[src/rtl/gpio_responder.sv]
// rtl/gpio_responder.sv - memory-mapped GPIO block with synchronized inputs, change detection and interrupt
// Two GPIO input ports are synchronized and edge-watched; two output ports are CPU-written registers.
module gpio_responder #(
  parameter int WIDTH = 32
) (
  input  logic             clk,
  input  logic             rst,
  input  logic             we,
  input  logic [4:0]       a,
  input  logic [WIDTH-1:0] wd,
  output logic [WIDTH-1:0] rd,
  input  logic [WIDTH-1:0] gpI1,
  input  logic [WIDTH-1:0] gpI2,
  output logic [WIDTH-1:0] gpO1,
  output logic [WIDTH-1:0] gpO2,
  output logic             irq
);

  localparam logic [2:0] W_IN1    = 3'd0;
  localparam logic [2:0] W_IN2    = 3'd1;
  localparam logic [2:0] W_OUT1   = 3'd2;
  localparam logic [2:0] W_OUT2   = 3'd3;
  localparam logic [2:0] W_STATUS = 3'd4;
  localparam logic [2:0] W_CTRL   = 3'd5;

  logic [WIDTH-1:0] sync1_1, sync2_1, prev_1;
  logic [WIDTH-1:0] sync1_2, sync2_2, prev_2;
  logic [WIDTH-1:0] out1, out2;
  logic [1:0]       status, ctrl;
  logic [1:0]       prime;

  logic [2:0]       word;
  logic             wr_out1, wr_out2, wr_status, wr_ctrl;
  logic             primed;
  logic [1:0]       change, clear, status_next;
  logic             unused_a;

  assign word     = a[4:2];
  assign unused_a = ^a[1:0];

  always_comb begin
    wr_out1     = we && (word == W_OUT1);
    wr_out2     = we && (word == W_OUT2);
    wr_status   = we && (word == W_STATUS);
    wr_ctrl     = we && (word == W_CTRL);
    primed      = (prime == 2'd3);
    change      = 2'b00;
    if (primed) begin
      change[0] = (sync2_1 != prev_1);
      change[1] = (sync2_2 != prev_2);
    end
    clear       = wr_status ? wd[1:0] : 2'b00;
    // A change detected in the same cycle as a W1C store wins.
    status_next = (status & ~clear) | change;
  end

  always_ff @(posedge clk or negedge rst) begin
    if (!rst) begin
      sync1_1 <= '0;
      sync2_1 <= '0;
      prev_1  <= '0;
      sync1_2 <= '0;
      sync2_2 <= '0;
      prev_2  <= '0;
      prime   <= 2'd0;
    end else begin
      sync1_1 <= gpI1;
      sync2_1 <= sync1_1;
      prev_1  <= sync2_1;
      sync1_2 <= gpI2;
      sync2_2 <= sync1_2;
      prev_2  <= sync2_2;
      if (!primed) begin
        prime <= prime + 2'd1;
      end
    end
  end

  always_ff @(posedge clk or negedge rst) begin
    if (!rst) begin
      out1   <= '0;
      out2   <= '0;
      status <= 2'b00;
      ctrl   <= 2'b00;
    end else begin
      if (wr_out1) begin
        out1 <= wd;
      end
      if (wr_out2) begin
        out2 <= wd;
      end
      if (wr_ctrl) begin
        ctrl <= wd[1:0];
      end
      status <= status_next;
    end
  end

  assign gpO1 = out1;
  assign gpO2 = out2;
  assign irq  = |(status & ctrl);

  // Loads are pure reads of register state; every register clears in reset so rd reads 0 there.
  always_comb begin
    rd = '0;
    case (word)
      W_IN1:    rd = sync2_1;
      W_IN2:    rd = sync2_2;
      W_OUT1:   rd = out1;
      W_OUT2:   rd = out2;
      W_STATUS: rd = {{(WIDTH-2){1'b0}}, status};
      W_CTRL:   rd = {{(WIDTH-2){1'b0}}, ctrl};
      default:  rd = '0;
    endcase
  end

endmodule

[config.mk]
export PLATFORM = sky130hd
export DESIGN_NAME = gpio_responder
export DESIGN_NICKNAME = d
export VERILOG_FILES = /design/src/rtl/gpio_responder.sv
export SDC_FILE = /design/constraint.sdc
export NUM_CORES = 1
export LEC_CHECK = 0
export ABC_AREA = 1
export CAP_MARGIN = 20
export CORE_MARGIN = 2
export CORE_UTILIZATION = 30
export CTS_BUF_LIST = sky130_fd_sc_hd__clkbuf_8
export DETAILED_ROUTE_END_ITERATION = 7
export GPL_ROUTABILITY_DRIVEN = 0
export MAX_ROUTING_LAYER = met4
export PLACE_DENSITY_LB_ADDON = 0.3
export RECOVER_POWER = 50
export REMOVE_ABC_BUFFERS = 1
export SKIP_CTS_REPAIR_TIMING = 1
export SLEW_MARGIN = 10
export SYNTH_ARGS = -nofsm -noshare
export SYNTH_HDL_FRONTEND = slang
export SYNTH_SLANG_ARGS = --single-unit
[constraint.sdc]
create_clock -name clk -period 1.2 [get_ports clk]
set_input_delay 0.24 -clock clk [delete_from_list [all_inputs] [get_ports clk]]
set_output_delay 0.24 -clock clk [all_outputs]
set_load 0.05 [all_outputs]
==> metrics.md, run 1 <==
| Metric | Value |
|---|---|
| Placed Cells | 1519 |
| Main flop type after synthesis | dfrtp_1 |
| Final Max Slew Viols | 0 |
| Reg area | 6560 um^2 |
| Post-synthesis mux area share | 0.00122 |
| Crit path launch type | flop |
| Worst r2r path cells | 10 |
| DR vias/cell | approximately 4.3 |
| Largest cells by area after synthesis | dfrtp_1 71%, nand2_1 8.9%, xnor2_1 4.5% |
| Synth Area in Compound Gates | 0.0721 |
| WP data required | 960 ps |
| Failing checks | negative setup slack |
| Sw Ratio | 0.297 |
| Max Buffers Root-to-Sink | 3 |
| Worst hold slack | around 240 ps |
| Vias in the first global route | 7243 |
| GR Layer Usage met2 | 0.243 |
| Port Buffers | between 150 and 200 |
| Critical Path End Type | output pin |
| Crit path kind | reg -> out |
| Gate Count Post-Synth | 792 |
| Reg2reg start | sync2_1[26]$_DFF_PN0_ |
| Largest net degree at the start of global routing | 45 |
| # nets final | 1323 |
| Min Clock Period, post-route | 1730 ps |
| Final Non-Filler Cells | 1651 |
| Largest family of logic cells by synthesized area | simple AND/OR/NAND/NOR gates |
| Final Setup Violations | just under 100 |
| Util after Layout | 0.527 |
| Routed via count | 7081 |
| Area Overhead vs Synth | 74.1% |
| Total routed wirelength | 26.1 mm |
| Total core area | 30300 um^2 |
| Slew headroom | 0.499 |
| GR Util met1 | 0.202 |
| # DRC | 0 |
| # rows | 64 |
| Post-Synth Simple-Gate Area | 0.118 |
| Setup ws final | -531 ps |
| Ports | 201 |
| Critical path data arrival time | 1490 ps |
| Reg power frac | 0.388 |
| Global-route wire length before repair | approximately 38 mm |
| Die Ht | between 150 and 200 um |
| Initial antenna violation count | 4 |
| Grt total ovfl | 0 |
| Clock power frac | 0.322 |
| Total Routing Usage GR | 0.158 |
| RR Endpoint | status[0]$_DFF_PN0_ |
| Syn Area/Cell | 11.6 um^2 |
| Area leader, netlist | dfrtp_1 |
| Fin. Hold Viols | 0 |
| # fillers | 2596 |
| Die width | 179 um |
| Overall power | 0.0260 W |
| GR peak layer | met2 |
| XOR/XNOR share of the synthesized area | 0.0448 |
| Status | finished, violations left |
| Initial Util | 0.303 |
| TritonCTS Buffers | between 40 and 50 |
| CTS tree | yes |
| Power Dens Cells | 1630 nW/um^2 |
| Peak fanout along the critical path | 2 |
| Min-delay src | gpI2[6] |
| Tcrit/Tclk final | 1.44 |
| Static leakage | 7.57 nW |
| Clk root buf | clkbuf_8 |
| Seq/Total Area, Yosys | 0.713 |
| Post-synth EDFFs | 0 |
| Syn Std Cell Area | 9190 um^2 |
| Min-Delay Path Class | in -> reg |
| Sw Pwr | 0.00774 W |
| Hpwl dp | 17.1 mm |
| Combinational share of power | 0.290 |
| RSZ-0062 raised after global routing | true |
| CTS clk-pin slew, worst paths | ~60 ps |
| Peak supply drop | roughly 1100 uV |
| Ys async rst share | 1.00 |
| Hold Path Depth | 1 |
| Synth warn | 0 |
| Synth Register Bits | between 200 and 300 |
| Max_cap viols | 0 |
| H-tree levels | 2 |
| Yosys cell types | 23 |
| Proportion of layout cells with a drive suffix above 1 | 0.382 |
| Drt pass-1 iters | 4 |
| Post-DR wirelength/cell | 15.8 um |
| Worst-Margin Slew | about 750 ps |
| DRT iter0 DRCs | 415 |
| Worst R2R Setup Slack | -240 ps |
| Multi-input logic area | 2760 um^2 |
| Internal power | 0.0183 W |
| Die Area | 32100 um^2 |
| Clock skew | 30.2 ps |
| Sink Count | 262 |
| F_max | 578 MHz |
| Area share of the largest cell type after synthesis | 0.713 |
| Adder-cell share of the synthesized area | 0.00136 |
| Hold path endpoint | sync1_2[6]$_DFF_PN0_ |
| Met3 Use GR | 0.0477 |
| Antenna viol nets, final | 0 |
| Clock Latency Late Sink | 550 ps |
| Post-place setup slack | -891 ps |
[metal layers]
metal  share of wire  vias up
li1                -     3402
met1            0.44     3452
met2            0.47      188
met3           0.067       39
met4           0.019        0
met5               0        -
[state kept, by name, indices dropped and copies added (netlist names)]
register and flops:
sync1_2 32, sync2_1 32, ctrl 2, gpO1 32, gpO2 32, prime 2
status 2, prev_2 32, sync1_1 32, prev_1 32, sync2_2 32
[synth_stat cells (3+ instances only)]
cell type / count
nand3_1: 26
o221ai_1: 7
inv_2: 3
nand2_1: 217
nor2_1: 22
buf_2: 12
dfrtp_1: 262
xnor2_1: 47
o21ai_1: 64
o21ai_0: 4
a22oi_1: 32
inv_1: 74
buf_6: 8
[power by group through the flow]
stage	combinational [W]	sequential (W)	clock, W
floorplan	0.00126	0.0116	0
detailed placement	0.00699	0.0101	0
global placement	0.00695	0.0101	0
global route	0.00798	0.0102	0.00910
finish	0.00756	0.0101	0.00838
CTS	0.00702	0.00998	0.00866
[layout make-up]
| type | count | share of cell area |
|---|---|---|
| sequential | 262 | 0.410 |
| timing repair buffer | 401 | 0.306 |
| multi-input combinational | 431 | 0.173 |
| clock buffer | 63 | 0.0542 |
| tap | 396 | 0.0310 |
| inverter | 77 | 0.0188 |
| clock inverter | 16 | 0.00657 |
| antenna | 5 | 0.000782 |
[cell usage in the layout (no fill, tap or decap), drive strengths merged]
| master | n |
|---|---|
| a22oi | 32 |
| mux2 | 1 |
| o22ai | 2 |
| nor2 | 22 |
| nand4 | 2 |
| dlymetal6s2s | 2 |
| clkbuf | 114 |
| inv | 87 |
| clkdlybuf4s50 | 33 |
| dfrtp | 262 |
| bufinv | 1 |
| o221ai | 7 |
| xnor2 | 47 |
| clkinv | 3 |
| ha | 1 |
| clkinvlp | 2 |
| nand2 | 220 |
| buf | 250 |
| o21ai | 68 |
| dlygate4sd3 | 65 |
| a22o | 1 |
| nand3 | 27 |
| diode | 5 |
| nor3 | 1 |
[through the flow]
stage | area, um^2 | TNS, ps
after floorplan | 9030 | -28470
after global placement | 13800 | -72170
after detailed placement | 13800 | -72590
after CTS | 14800 | -53680
after global routing | 16000 | -38320
final | 16000 | -31490
[how the worst max path moves through the flow]
stage	from	to	slack (ps)
finish	gpO1[22]$_DFFE_PN0P_	rd[22]	-530
global route	gpO1[22]$_DFFE_PN0P_	rd[22]	-630
CTS	a[2]	rd[22]	-900
detailed placement	a[2]	rd[22]	-890
global placement	a[2]	rd[22]	-870
floorplan	a[2]	rd[17]	-490
[critical path, stage by stage (launching register included)]
cell and delay, ps:
dfrtp_1 400, a22oi_2 220, nand3_2 150, buf_12 180
[logic make-up (layout without fill, tap and decap cells)]
kind of cell / after synthesis / after routing
mux: 1 / 1
flops: 262 / 262
other cells: 0 / 5
buf+inv: 99 / 557
fa+ha+maj: 1 / 1
simple gates: 272 / 272
compound gates: 110 / 110
xor+xnor: 47 / 47
Note: power is estimated with default switching activity, not from simulation.
==> inputs of run 2 (changes only) <==
CORE_MARGIN = not set   (was 2)
CTS_BUF_LIST = not set   (was sky130_fd_sc_hd__clkbuf_8)
PLACE_DENSITY = 0.51   (was not set)
PLACE_DENSITY_LB_ADDON = not set   (was 0.3)
==> metrics.md, run 2 (same netlist as run 1, synthesis figures left out) <==
| Metric | Value |
|---|---|
| Min-delay src | gpI2[22] |
| Die Ht | 177 um (-1.1%) |
| Clock skew | 18.6 ps (-11.7 ps) |
| Total Routing Usage GR | 0.159 (+0.000821) |
| Die Area | 31300 um^2 (-2.2%) |
| CTS tree | yes |
| Slew headroom | 0.516 (+0.0172) |
| Total core area | 29900 um^2 (-1.6%) |
| Min Clock Period, post-route | 1760 ps (+31.2 ps) |
| Crit-path cells | inv_2, o22ai_2, inv_1, nand4_1, buf_12 |
| Max Buffers Root-to-Sink | 3 (unchanged) |
| Util after Layout | 0.530 (+0.00246) |
| Min-Delay Path Class | in -> reg |
| Routed via count | 6766 (-4.4%) |
| Failing checks | negative setup slack |
| Reg2reg start | sync2_1[26]$_DFF_PN0_ |
| Crit path launch type | flop |
| CTS clk-pin slew, worst paths | 60 ps (about the same) |
| Critical Path End Type | output pin |
| DP Area | 13800 um^2 (unchanged) |
| Setup ws final | -562 ps (-31.2 ps) |
| Fin. Hold Viols | 0 (unchanged) |
| Worst r2r path cells | 10 (unchanged) |
| Post-DR wirelength/cell | 15.2 um (-3.9%) |
| Status | finished, violations left |
| Largest net degree at the start of global routing | 57 (+27%) |
| Tcrit/Tclk final | 1.47 (+0.0260) |
| Clock Latency Late Sink | 550 ps (about the same) |
| Hpwl dp | 16.7 mm (-2.0%) |
| Clk root buf | clkbuf_16 |
| Peak supply drop | 895 uV (-15%) |
| Power Dens Cells | 1680 nW/um^2 (+3.5%) |
| Post-place setup slack | -815 ps (+76.3 ps) |
| Proportion of layout cells with a drive suffix above 1 | 0.356 (-0.0253) |
| Final Setup Violations | 99 (unchanged) |
| Initial antenna violation count | 4 (unchanged) |
| Port Buffers | 198 (unchanged) |
| # nets final | 1286 (-2.8%) |
| RSZ-0062 raised after global routing | true |
| RR Endpoint | status[0]$_DFF_PN0_ |
| Die width | 177 um (-1.1%) |
| Worst hold slack | 245 ps (+7.86 ps) |
| Antenna viol nets, final | 0 (unchanged) |
| Layout Cell Area excl Fill | 15800 um^2 (-1.1%) |
| DRT iter0 DRCs | 313 (-25%) |
| Hold path endpoint | sync1_2[22]$_DFF_PN0_ |
| Drt pass-1 iters | 4 (unchanged) |
| Static leakage | 7.44 nW (-1.8%) |
| F_max | 567 MHz (-1.8%) |
| Crit path kind | reg -> out |
| Area Overhead vs Synth | 72.2% |
| WP data required | 960 ps (about the same) |
| CP top delay family | flip-flops |
| Vias in the first global route | 6831 (-5.7%) |
| Max_cap viols | 0 (unchanged) |
| Worst R2R Setup Slack | -200 ps (+40 ps) |
| Overall power | 0.0267 W (+2.4%) |
| # rows | 63 (-1.6%) |
| # DRC | 0 (unchanged) |
| Final Max Slew Viols | 0 (unchanged) |
| Sink Count | 262 (unchanged) |
| Slowest cell on the critical path | dfrtp_1 |
| Total routed wirelength | 24.2 mm (-7.0%) |
| Critical path data arrival time | 1520 ps (+30 ps) |
| TritonCTS Buffers | 29 (-36%) |
| Initial Util | 0.308 (+0.00481) |
| WP buf/inv | 3 (+2) |
| H-tree levels | 1 (-1) |
| Peak fanout along the critical path | 3 (+1) |
| Leading cell types in the layout, fill and taps excluded | 262 x dfrtp_1, 197 x nand2_1, 114 x buf_12 |
| Most common cell after layout, fill and taps aside | dfrtp_1 |
| Global-route wire length before repair | 36.9 mm (-2.0%) |
| Ports | 201 (unchanged) |
| Hold Path Depth | 1 (unchanged) |
| Worst-Margin Slew | 725 ps (-25.8 ps) |
| Grt total ovfl | 0 (unchanged) |
| DR vias/cell | 4.23 (-1.3%) |
| # fillers | 2541 (-2.1%) |
| Max incr delay on CP | 410 ps (about the same) |
run 2: cell types whose count changed in the layout (fill, tap and decap cells not counted), sizes merged:
| cell | before | now |
|---|---|---|
| buf | 250 | 235 |
| bufinv | 1 | 3 |
| clkbuf | 114 | 84 |
| clkinv | 3 | 6 |
| clkinvlp | 2 | 5 |
| diode | 5 | 4 |
| inv | 87 | 78 |
run 2: stage by stage:
stage | setup TNS, ps | instances
2_1_floorplan | -28470 | 770
3_3_place_gp | -70850 | 1504
3_5_place_dp | -70240 | 1504
4_1_cts | -51500 | 1558
5_1_grt | -37590 | 1598
6_report | -31360 | 1598
run 2: worst max path at each step:
stage                         start  endpoint  slack [ps]  cells after the start
2_1_floorplan                  a[2]    rd[17]        -490                      3
3_3_place_gp                   a[3]     rd[5]        -800                      9
3_5_place_dp                   a[2]    rd[28]        -810                      9
4_1_cts                        a[2]     rd[5]        -820                      8
5_1_grt        sync2_2[0]$_DFF_PN0_     rd[0]        -620                      5
6_report       sync2_2[0]$_DFF_PN0_     rd[0]        -560                      5
run 2: area by class of cell:
class | instances | area [um^2] | area share
timing repair buffer | 380 | 4780 | 0.302
clock buffer | 39 | 843 | 0.0533
tap | 390 | 488 | 0.0308
clock inverter | 15 | 170 | 0.0108
antenna | 4 | 10.0 | 0.000633
inverter | 77 | 292 | 0.0184
sequential | 262 | 6560 | 0.414
multi-input combinational | 431 | 2680 | 0.170
run 2: worst reg2reg max path, delay by kind of cell (launching register included):
family	cells	cell delay (ps)
DFF	1	390
and+or+nand+nor	7	500
buffers and inverters	2	260
xor gates and xnor gates	1	130
run 2: per-layer routing:
layer	global-route usage	wire, um	vias up
li1	-	-	3337
met1	0.214	10900	3214
met2	0.237	11200	175
met3	0.0421	1600	40
met4	0.0402	546	0
met5	-	0	-
run 2: power breakdown:
| group | internal (W) | total (W) | switching, W |
|---|---|---|---|
| registers | 0.00959 | 0.0101 | 0.000515 |
| clock network | 0.00557 | 0.00912 | 0.00355 |
| logic | 0.00379 | 0.00743 | 0.00365 |
==> inputs of run 3 (changes only) <==
CORE_UTILIZATION = 45   (was 30)
PLACE_DENSITY = 0.72   (was 0.51)
==> metrics.md, run 3 (same netlist as run 1, synthesis figures left out) <==
| Metric | Value |
|---|---|
| Antenna viol nets, final | 0 (unchanged) |
| Peak supply drop | 1360 uV (+52%) |
| Clock skew | 6.00 ps (-12.6 ps) |
| WP buf/inv | 1 (-2) |
| H-tree levels | 1 (unchanged) |
| Clk root buf | clkbuf_16 |
| Ports | 201 (unchanged) |
| Port Buffers | 198 (unchanged) |
| Total Routing Usage GR | 0.233 (+0.0738) |
| RSZ-0062 raised after global routing | true |
| Initial antenna violation count | 5 (+1) |
| # rows | 51 (-19%) |
| Critical Path End Type | output pin |
| Routed via count | 6957 (+2.8%) |
| Slowest cell on the critical path | dfrtp_1 |
| Tcrit/Tclk final | 1.50 (+0.0288) |
| Clock Latency Late Sink | 520 ps (-30 ps) |
| # fillers | 1139 (-55%) |
| Setup TNS | -31740 ps (-375 ps) |
| CP top delay family | flip-flops |
| Final Max Slew Viols | 0 (unchanged) |
| CTS tree | yes |
| Sink Count | 262 (unchanged) |
| Total core area | 19700 um^2 (-34%) |
| Crit-path cells | a22oi_1, o221ai_1, bufbuf_16 |
| Failing checks | negative setup slack |
| Worst-Margin Slew | 924 ps (+198 ps) |
| Max_cap viols | 0 (unchanged) |
| F_max | 557 MHz (-1.9%) |
| Peak fanout along the critical path | 2 (-1) |
| Die Ht | 145 um (-18%) |
| Vias in the first global route | 7058 (+3.3%) |
| Min-Delay Path Class | in -> reg |
| Max incr delay on CP | 400 ps (about the same) |
| Max Buffers Root-to-Sink | 3 (unchanged) |
| Initial Util | 0.466 (+0.159) |
| Drt pass-1 iters | 4 (unchanged) |
| Hpwl dp | 16.4 mm (-2.1%) |
| # DRC | 0 (unchanged) |
| Critical path data arrival time | 1560 ps (+40 ps) |
| Util after Layout | 0.775 (+0.245) |
| WP data required | 960 ps (about the same) |
| Post-place setup slack | -820 ps (-5.25 ps) |
| Overall power | 0.0256 W (-4.2%) |
| Die width | 145 um (-18%) |
| Final Setup Violations | 142 (+43%) |
| Crit path launch type | flop |
| Total routed wirelength | 25.1 mm (+3.4%) |
| # nets final | 1265 (-1.6%) |
| DRT iter0 DRCs | 337 (+7.7%) |
| Min Clock Period, post-route | 1800 ps (+34.5 ps) |
| Area Overhead vs Synth | 66.2% |
| Die Area | 21000 um^2 (-33%) |
| Power Dens Cells | 1670 nW/um^2 (-0.71%) |
| Leading cell types in the layout, fill and taps excluded | 262 x dfrtp_1, 197 x nand2_1, 111 x buf_12 |
| Largest net degree at the start of global routing | 51 (-11%) |
| Proportion of layout cells with a drive suffix above 1 | 0.331 (-0.0252) |
| DR vias/cell | 4.80 (+13%) |
| Crit path kind | reg -> out |
| TritonCTS Buffers | 26 (-10%) |
| Post-DR wirelength/cell | 17.3 um (+14%) |
| Status | finished, violations left |
| Grt total ovfl | 0 (unchanged) |
| Fin. Hold Viols | 0 (unchanged) |
| Most common cell after layout, fill and taps aside | dfrtp_1 |
| Setup ws final | -597 ps (-34.5 ps) |
| Slew headroom | 0.384 (-0.132) |
| Global-route wire length before repair | 37.1 mm (+0.47%) |
| CTS clk-pin slew, worst paths | 70 ps (about the same) |
| Static leakage | 7.21 nW (-3.0%) |
[run 3: stage by stage]
stage / instances / hold WS (ps) / instance area [um^2]
global route: 1448 / 249 / 15300
floorplan: 770 / -55.6 / 9030
detailed placement: 1370 / 126 / 13500
finish: 1448 / 268 / 15300
global placement: 1370 / 120 / 13500
CTS: 1416 / -425 / 14400
[run 3: power by group]
group | total (W) | switching (W) | internal, W
logic | 0.00748 | 0.00371 | 0.00377
registers | 0.0101 | 0.000552 | 0.00958
clock network | 0.00794 | 0.00327 | 0.00467
[run 3: worst register-to-register path: stages (launching register included)]
cell and delay (ps):
dfrtp_1 380, buf_6 120, xnor2_2 160, nand2_2 120
nor2_4 120, nand2_2 60, nor2_2 100, nand2_1 60
nand2_1 50, nand2_1 40
[run 3: cell type report]
cell class / count / area [um^2] / area share
antenna: 5 / 12.5 / 0.000819
sequential: 262 / 6560 / 0.429
clock buffer: 36 / 728 / 0.0477
tap: 265 / 332 / 0.0217
timing repair buffer: 362 / 4600 / 0.301
clock inverter: 10 / 116 / 0.00762
inverter: 77 / 292 / 0.0191
multi-input combinational: 431 / 2640 / 0.173
[run 3: worst paths after layout]
kind | start | endpoint | slack, ps | cells after the start
max reg2reg | sync2_2[26]$_DFF_PN0_ | status[1]$_DFF_PN0_ | -140 | 9
min | gpI2[22] | sync1_2[22]$_DFF_PN0_ | 270 | 1
min reg2reg | sync1_1[20]$_DFF_PN0_ | sync2_1[20]$_DFF_PN0_ | 340 | 0
max in group asynchronous | rst | gpO2[27]$_DFFE_PN0P_ | -40 | 3
max | gpO2[21]$_DFFE_PN0P_ | rd[21] | -600 | 3
min in group asynchronous | rst | gpO2[19]$_DFFE_PN0P_ | 390 | 2
[run 3: layer usage]
layer	GRT usage	wire length (um)	part of all wire
met1	0.298	10200	0.41
met2	0.379	12600	0.50
met3	0.0531	1640	0.065
met4	0.0527	553	0.022
met5	-	0	0
